File: src/rtl/dot_matrix_pkg.sv
// Shared geometry defaults, counter widths and bitmap index helpers for the dot-matrix scanner.
// Optional 2x2 replication is enabled in the top level by defining DOT_SCALE_EN.
package dot_matrix_pkg;

    localparam int DOT_ROWS     = 8;
    localparam int DOT_COLS     = 8;
    localparam int DOT_DWELL    = 16;
    localparam int DOT_PWM_BITS = 3;

    localparam int DWELL_W = $clog2(DOT_DWELL);
    localparam int ROW_W   = $clog2(DOT_ROWS);

    function automatic int cnt_width(input int n);
        return (n < 2) ? 1 : $clog2(n);
    endfunction

    // Row 0 sits in the top COLS bits of the frame, MSB = leftmost column.
    function automatic int row_slice_lsb(input int row, input int rows, input int cols);
        return (rows - 1 - row) * cols;
    endfunction

    // Bit of the low (rows/2)*(cols/2) image shown at panel pixel (row, col) in 2x2 mode.
    function automatic int scaled_index(input int row, input int col, input int rows, input int cols);
        int half_w;
        half_w = cols / 2;
        return (rows / 2) * half_w - 1 - ((row / 2) * half_w + col / 2);
    endfunction

endpackage

File: src/rtl/dot_scan_timer.sv
// Scan timebase: dwell counter within a row, row index within a frame, and a free-running PWM counter.
// Decodes the row-end, frame-end and blanking strobes used by the top level.
module dot_scan_timer
    import dot_matrix_pkg::*;
#(
    parameter int ROWS     = DOT_ROWS,
    parameter int DWELL    = DOT_DWELL,
    parameter int PWM_BITS = DOT_PWM_BITS,
    parameter int DW       = DWELL_W,
    parameter int RW       = ROW_W
) (
    input  logic                clock,
    input  logic                reset,
    output logic [RW-1:0]       row_idx,
    output logic [PWM_BITS-1:0] pwm_cnt,
    output logic                row_last,
    output logic                frame_last,
    output logic                blank
);

    logic [DW-1:0] dwell_cnt;

    assign row_last   = (dwell_cnt == DW'(DWELL - 1));
    assign frame_last = row_last && (row_idx == RW'(ROWS - 1));
    assign blank      = (dwell_cnt == '0);

    always_ff @(posedge clock) begin
        if (!reset) begin
            dwell_cnt <= '0;
            row_idx   <= '0;
            pwm_cnt   <= '0;
        end else begin
            pwm_cnt <= pwm_cnt + 1'b1;
            if (row_last) begin
                dwell_cnt <= '0;
                row_idx   <= (row_idx == RW'(ROWS - 1)) ? '0 : row_idx + 1'b1;
            end else begin
                dwell_cnt <= dwell_cnt + 1'b1;
            end
        end
    end

endmodule

File: src/rtl/dot_matrix_scanner.sv
// Row-scanning LED dot-matrix driver with tear-free shadow/active frame buffers and PWM dimming.
// Define DOT_SCALE_EN to add the scale port and 2x2 pixel replication of a quarter-size image.
module dot_matrix_scanner
    import dot_matrix_pkg::*;
#(
    parameter int ROWS     = DOT_ROWS,
    parameter int COLS     = DOT_COLS,
    parameter int DWELL    = DOT_DWELL,
    parameter int PWM_BITS = DOT_PWM_BITS
) (
    input  logic                   clock,
    input  logic                   reset,
    input  logic [ROWS*COLS-1:0]   frame_data,
    input  logic                   frame_valid,
    output logic                   frame_ready,
    input  logic [PWM_BITS-1:0]    brightness,
`ifdef DOT_SCALE_EN
    input  logic                   scale,
`endif
    output logic [ROWS-1:0]        dot_row,
    output logic [COLS-1:0]        dot_col,
    output logic                   frame_sync
);

    localparam int N  = ROWS * COLS;
    localparam int IW = cnt_width(N);
    localparam int DW = cnt_width(DWELL);
    localparam int RW = cnt_width(ROWS);

    logic [RW-1:0]       row_idx;
    logic [PWM_BITS-1:0] pwm_cnt;
    logic                row_last_unused;
    logic                frame_last;
    logic                blank;

    logic [N-1:0]        shadow;
    logic [N-1:0]        active;
    logic                pending;
    logic                swap_q;
    logic [PWM_BITS-1:0] bright_q;
`ifdef DOT_SCALE_EN
    logic                scale_q;
`endif

    logic                take;
    logic                swap;
    logic [IW-1:0]       slice_lsb;
    logic [COLS-1:0]     pix;
    logic [COLS-1:0]     col_next;
    logic [ROWS-1:0]     row_onehot;

    dot_scan_timer #(
        .ROWS     (ROWS),
        .DWELL    (DWELL),
        .PWM_BITS (PWM_BITS),
        .DW       (DW),
        .RW       (RW)
    ) u_timer (
        .clock      (clock),
        .reset      (reset),
        .row_idx    (row_idx),
        .pwm_cnt    (pwm_cnt),
        .row_last   (row_last_unused),
        .frame_last (frame_last),
        .blank      (blank)
    );

    // Handshake: a frame transfers on any rising edge where frame_valid && frame_ready;
    // frame_ready is low exactly while a captured frame waits in the shadow buffer.
    assign frame_ready = ~pending;
    assign take        = frame_valid && frame_ready;
    assign swap        = frame_last && pending;

    always_comb begin
        slice_lsb  = IW'(row_slice_lsb(int'(row_idx), ROWS, COLS));
        pix        = active[slice_lsb +: COLS];
`ifdef DOT_SCALE_EN
        if (scale_q) begin
            for (int c = 0; c < COLS; c++) begin
                pix[COLS-1-c] = active[IW'(scaled_index(int'(row_idx), c, ROWS, COLS))];
            end
        end
`endif
        col_next   = (!blank && (pwm_cnt <= bright_q)) ? pix : '0;
        row_onehot = ROWS'(1) << row_idx;
    end

    always_ff @(posedge clock) begin
        if (!reset) begin
            shadow     <= '0;
            active     <= '0;
            pending    <= 1'b0;
            swap_q     <= 1'b0;
            bright_q   <= '0;
`ifdef DOT_SCALE_EN
            scale_q    <= 1'b0;
`endif
            dot_row    <= '1;
            dot_col    <= '0;
            frame_sync <= 1'b0;
        end else begin
            if (take) begin
                shadow  <= frame_data;
                pending <= 1'b1;
            end else if (swap) begin
                active  <= shadow;
                pending <= 1'b0;
            end
            // Delayed twice so the pulse lands on the first registered row-0 output.
            swap_q     <= swap;
            frame_sync <= swap_q;
            if (blank) begin
                bright_q <= brightness;
`ifdef DOT_SCALE_EN
                scale_q  <= scale;
`endif
            end
            dot_row <= ~row_onehot;
            dot_col <= col_next;
        end
    end

endmodule

File: config.mk
export PLATFORM = sky130hd
export DESIGN_NAME = dot_matrix_scanner
export DESIGN_NICKNAME = d
export VERILOG_FILES = /design/src/rtl/dot_matrix_pkg.sv /design/src/rtl/dot_scan_timer.sv /design/src/rtl/dot_matrix_scanner.sv
export SDC_FILE = /design/constraint.sdc
export NUM_CORES = 1
export LEC_CHECK = 0
export CORE_MARGIN = 2
export CORE_UTILIZATION = 48
export CTS_CLUSTER_SIZE = 28
export DETAILED_ROUTE_END_ITERATION = 12
export GPL_TIMING_DRIVEN = 1
export PLACE_DENSITY = 0.75
export REMOVE_ABC_BUFFERS = 1
export SYNTH_ARGS = -nofsm -noshare
export SYNTH_HDL_FRONTEND = slang
export SYNTH_HIERARCHICAL = 1
export SYNTH_SLANG_ARGS = --single-unit
File: constraint.sdc
create_clock -name clock -period 1.6 [get_ports clock]
set_input_delay 0.24 -clock clock [delete_from_list [all_inputs] [get_ports clock]]
set_output_delay 0.24 -clock clock [all_outputs]
set_load 0.005 [all_outputs]
==> reports/qor.yml <==
global_route:
  grt_pass1_vias: 4470
  grt-ovfl-total: 0
  grt.total_usage_pct: 20.5
  grt_pass1_wl_mm: 21.1
  antenna_found_initial: 0
  grt_max_degree: 62
logic_synthesis:
  syn-mean-instance-area_um2: 10.1
  synthMuxAreaShare_pct: 6.25
  yosysUniqueCellTypes: 35
  synth_edf_count: 0
  seq_area_frac_synth_pct: 54.1
  ys_ff_latch: 160
  synthCells: 585
  synth_xor_area_share_pct: 0.296
  yosys-top-cells-area: "dfxtp_1 (54%), a22o_1 (11%), nand2_1 (8.6%)"
  synth-simple-area-share_pct: 12.5
  synth_compound_area_share_pct: 20.8
  synth-main-ff-cell: "dfxtp_1"
  syn_area_mm2: 0.00593
  async_reset_ff_share_pct: 0
  synthAdderAreaFrac_pct: 1.69
  synth_top_family_by_area: "compound AO/OA/AOI/OAI gates"
  yosysTopAreaCell: "dfxtp_1"
  yosysWarnings: 6
  synth_top_area_share_pct: 54.1
finish:
  n_fill_cell: 911
  antenna_cells: 0
  area_growth_pct: 33.6
  multi_input_area_mm2: 0.00257
  drive_gt1_share_pct: 14.9
  fin_cells: 846
  nets: 765
  regArea_mm2: 0.00321
sta:
  setup_viol: 1
  fin_skew_ps: 5.97
  max_freq_mhz: 625
  worstMarginPinSlew_ps: 501
  holdWs_ps: 353
  finalWorstSetupSlack_ps: -0.734
  fin_crit_sh_pct: 100
  rsz0062_at_grt: "true"
  finalHoldViolations: 0
  max_slew_margin_pct: 66.6
  period_minus_slack_ps: 1600
  slew_violations: 0
die:
  die_w_um: 115
  dieArea_mm2: 0.0133
  design.core.area_mm2: 0.0120
  num_io_pins: 88
  start_util_pct: 49.3
  num_rows: 40
  die_y_um: 115
critical_path:
  path_delay_family: "flip-flops"
  cp-end-kind: "flop"
  worst-path-buf-inv: 2
  cp.required_ps: 1910
  critPathArrivalTime_ps: 1910
  cp_max_fo: 17
  worst_setup_path_start_kind: "flop"
  slowest_delay_ps: 360
  slowest_stage: "dfxtp_2"
  path_class: "flop to flop"
  cp_cell_sequence: "ha_2 -> ha_4 -> and2_4 -> a21boi_4 -> buf_12 -> clkbuf_16 -> a22o_1"
power_and_ir_drop:
  power_mw: 8.76
  ir_drop_mv: 0.690
  p_leak_nw: 3.03
  power.density_mw_per_mm2: 1110
clock_tree:
  cts_inserted_buffers: 17
  clk_pin_slew_ps: 60
  cts.path.max_buffers: 2
  htreeDepth: 4
  cts.sinks: 160
  cts-root-buf: "clkbuf_16"
  cts_tree: "yes"
  ctsHoldBuffers: 0
  clk_latency_ps: 420
run_status:
  failed_checks: "setup timing"
  status: "finished with violations"
place:
  portBuffers: 87
  gp_congestion: 0.790
  placed_cells: 802
  place_hpwl_mm: 8.62
worst_hold_path:
  hold_path_class: "primary input to flop"
routing:
  avgRoutedWirePerCell_um: 16.7
  vias: 4643
  ant_nets: 0
  route.detailed.drc: 0
  viasPerCell: 5.49
  drt_iter0_drc: 221
  drt-total-wl_mm: 14.1
  dr.pass1.iters: 4
run:
  drv_cap: 0
cells by family after synthesis:
kind of cell	Yosys count
AO/OA/AOI/OAI	155
XOR/XNOR	2
adder cells (fa/ha/maj)	8
buffers and inverters	50
flip-flops	160
multiplexers	35
AND/OR/NAND/NOR	175
routing by layer:
metal | up-vias | share of wire, % | track usage, %
met5 | - | 0 | 0
met4 | 0 | 3.3 | 9.08
li1 | 2248 | - | -
met3 | 38 | 5.0 | 5.11
met1 | 2217 | 43 | 25.1
met2 | 140 | 48 | 34.2
sequential cells by signal, indices dropped and copies added (netlist names):
register	flops
active	64
bright_q	3
dot_col	8
dot_row	8
frame_sync	1
pending	1
shadow	64
swap_q	1
u_timer/dwell_cnt	4
u_timer/pwm_cnt	3
u_timer/row_idx	3
stage by stage:
| stage | utilization [%] | instance area (um^2) | setup WS [ps] | TNS (ps) |
|---|---|---|---|---|
| after CTS | 63.4 | 7610 | 13.6 | 0 |
| after global placement | 58.5 | 7020 | 20.6 | 0 |
| after detailed placement | 58.5 | 7020 | -60.4 | -2540 |
| after floorplan | - | 5700 | -2650 | -251690 |
| after global routing | 65.9 | 7920 | -17.6 | -314 |
| final | 65.9 | 7920 | -0.734 | -0.734 |
final timing paths:
check	startpoint	end	slack, ps	depth (start not counted)
worst max-delay path	u_timer/row_idx[1]	active[48]	-0.7	7
worst min-delay path	reset	dot_row[6]	350	3
worst max register to register	u_timer/row_idx[1]	active[48]	-0.7	7
worst min register to register	swap_q	frame_sync	450	1
Yosys cell counts, types with 2 or more instances:
library cell,n
clkbuf_1,10
buf_6,2
a22o_1,72
dfxtp_1,160
inv_1,9
o21ai_0,2
nor3_1,8
a21boi_0,66
buf_2,26
and2_1,5
nand2_1,136
xor2_1,2
nand3_1,6
mux2i_1,19
ha_1,8
a21boi_1,3
and3_1,3
nor2b_1,9
o22ai_1,8
mux2_2,16
cell type report:
type	count	area share [%]
inverters	9	0.427
repair buffers	123	16.9
clock inverters	11	1.79
well taps	147	2.32
clock buffers	20	5.51
flip-flops and latches	160	40.6
multi-input cells	376	32.5
repair_timing:
item                                    4_1_cts  5_1_grt
buffers inserted                              0        3
resized for setup                             5       19
endpoints found under the setup margin       65       71
gates cloned                                  0       10
pin swaps                                     0        3
worst register-to-register path, cell delays in order (launching register included):
cell and delay (ps):
dfxtp_2 360, ha_2 210, ha_4 150, and2_4 170, a21boi_4 60, buf_12 140, clkbuf_16 180, a22o_1 240
power breakdown:
group | switching, mW | internal, mW
logic | 0.279 | 0.332
clock network | 1.54 | 2.43
registers | 0.0759 | 4.10
layout by cell type (no fill, tap or decap), drive strengths merged:
cell type and instances:
a21oi 1, nor3 8, o22ai 8, nor3b 1
ha 8, a21boi 69, clkinvlp 3, nand2 137
inv 9, nand2b 1, a22o 72, dlygate4sd2 1
nor2b 9, nand4 1, clkinv 5, or3 1
clkbuf 26, or4 1, o21a 1, buf 31
bufinv 3, a211oi 1, and2 5, mux2i 19
and3 4, dfxtp 160, clkdlybuf4s50 85, nand3 6
nor2 1, mux2 16, xor2 2, nand3b 1
o21ai 3
(Power assumes the default switching activity.)
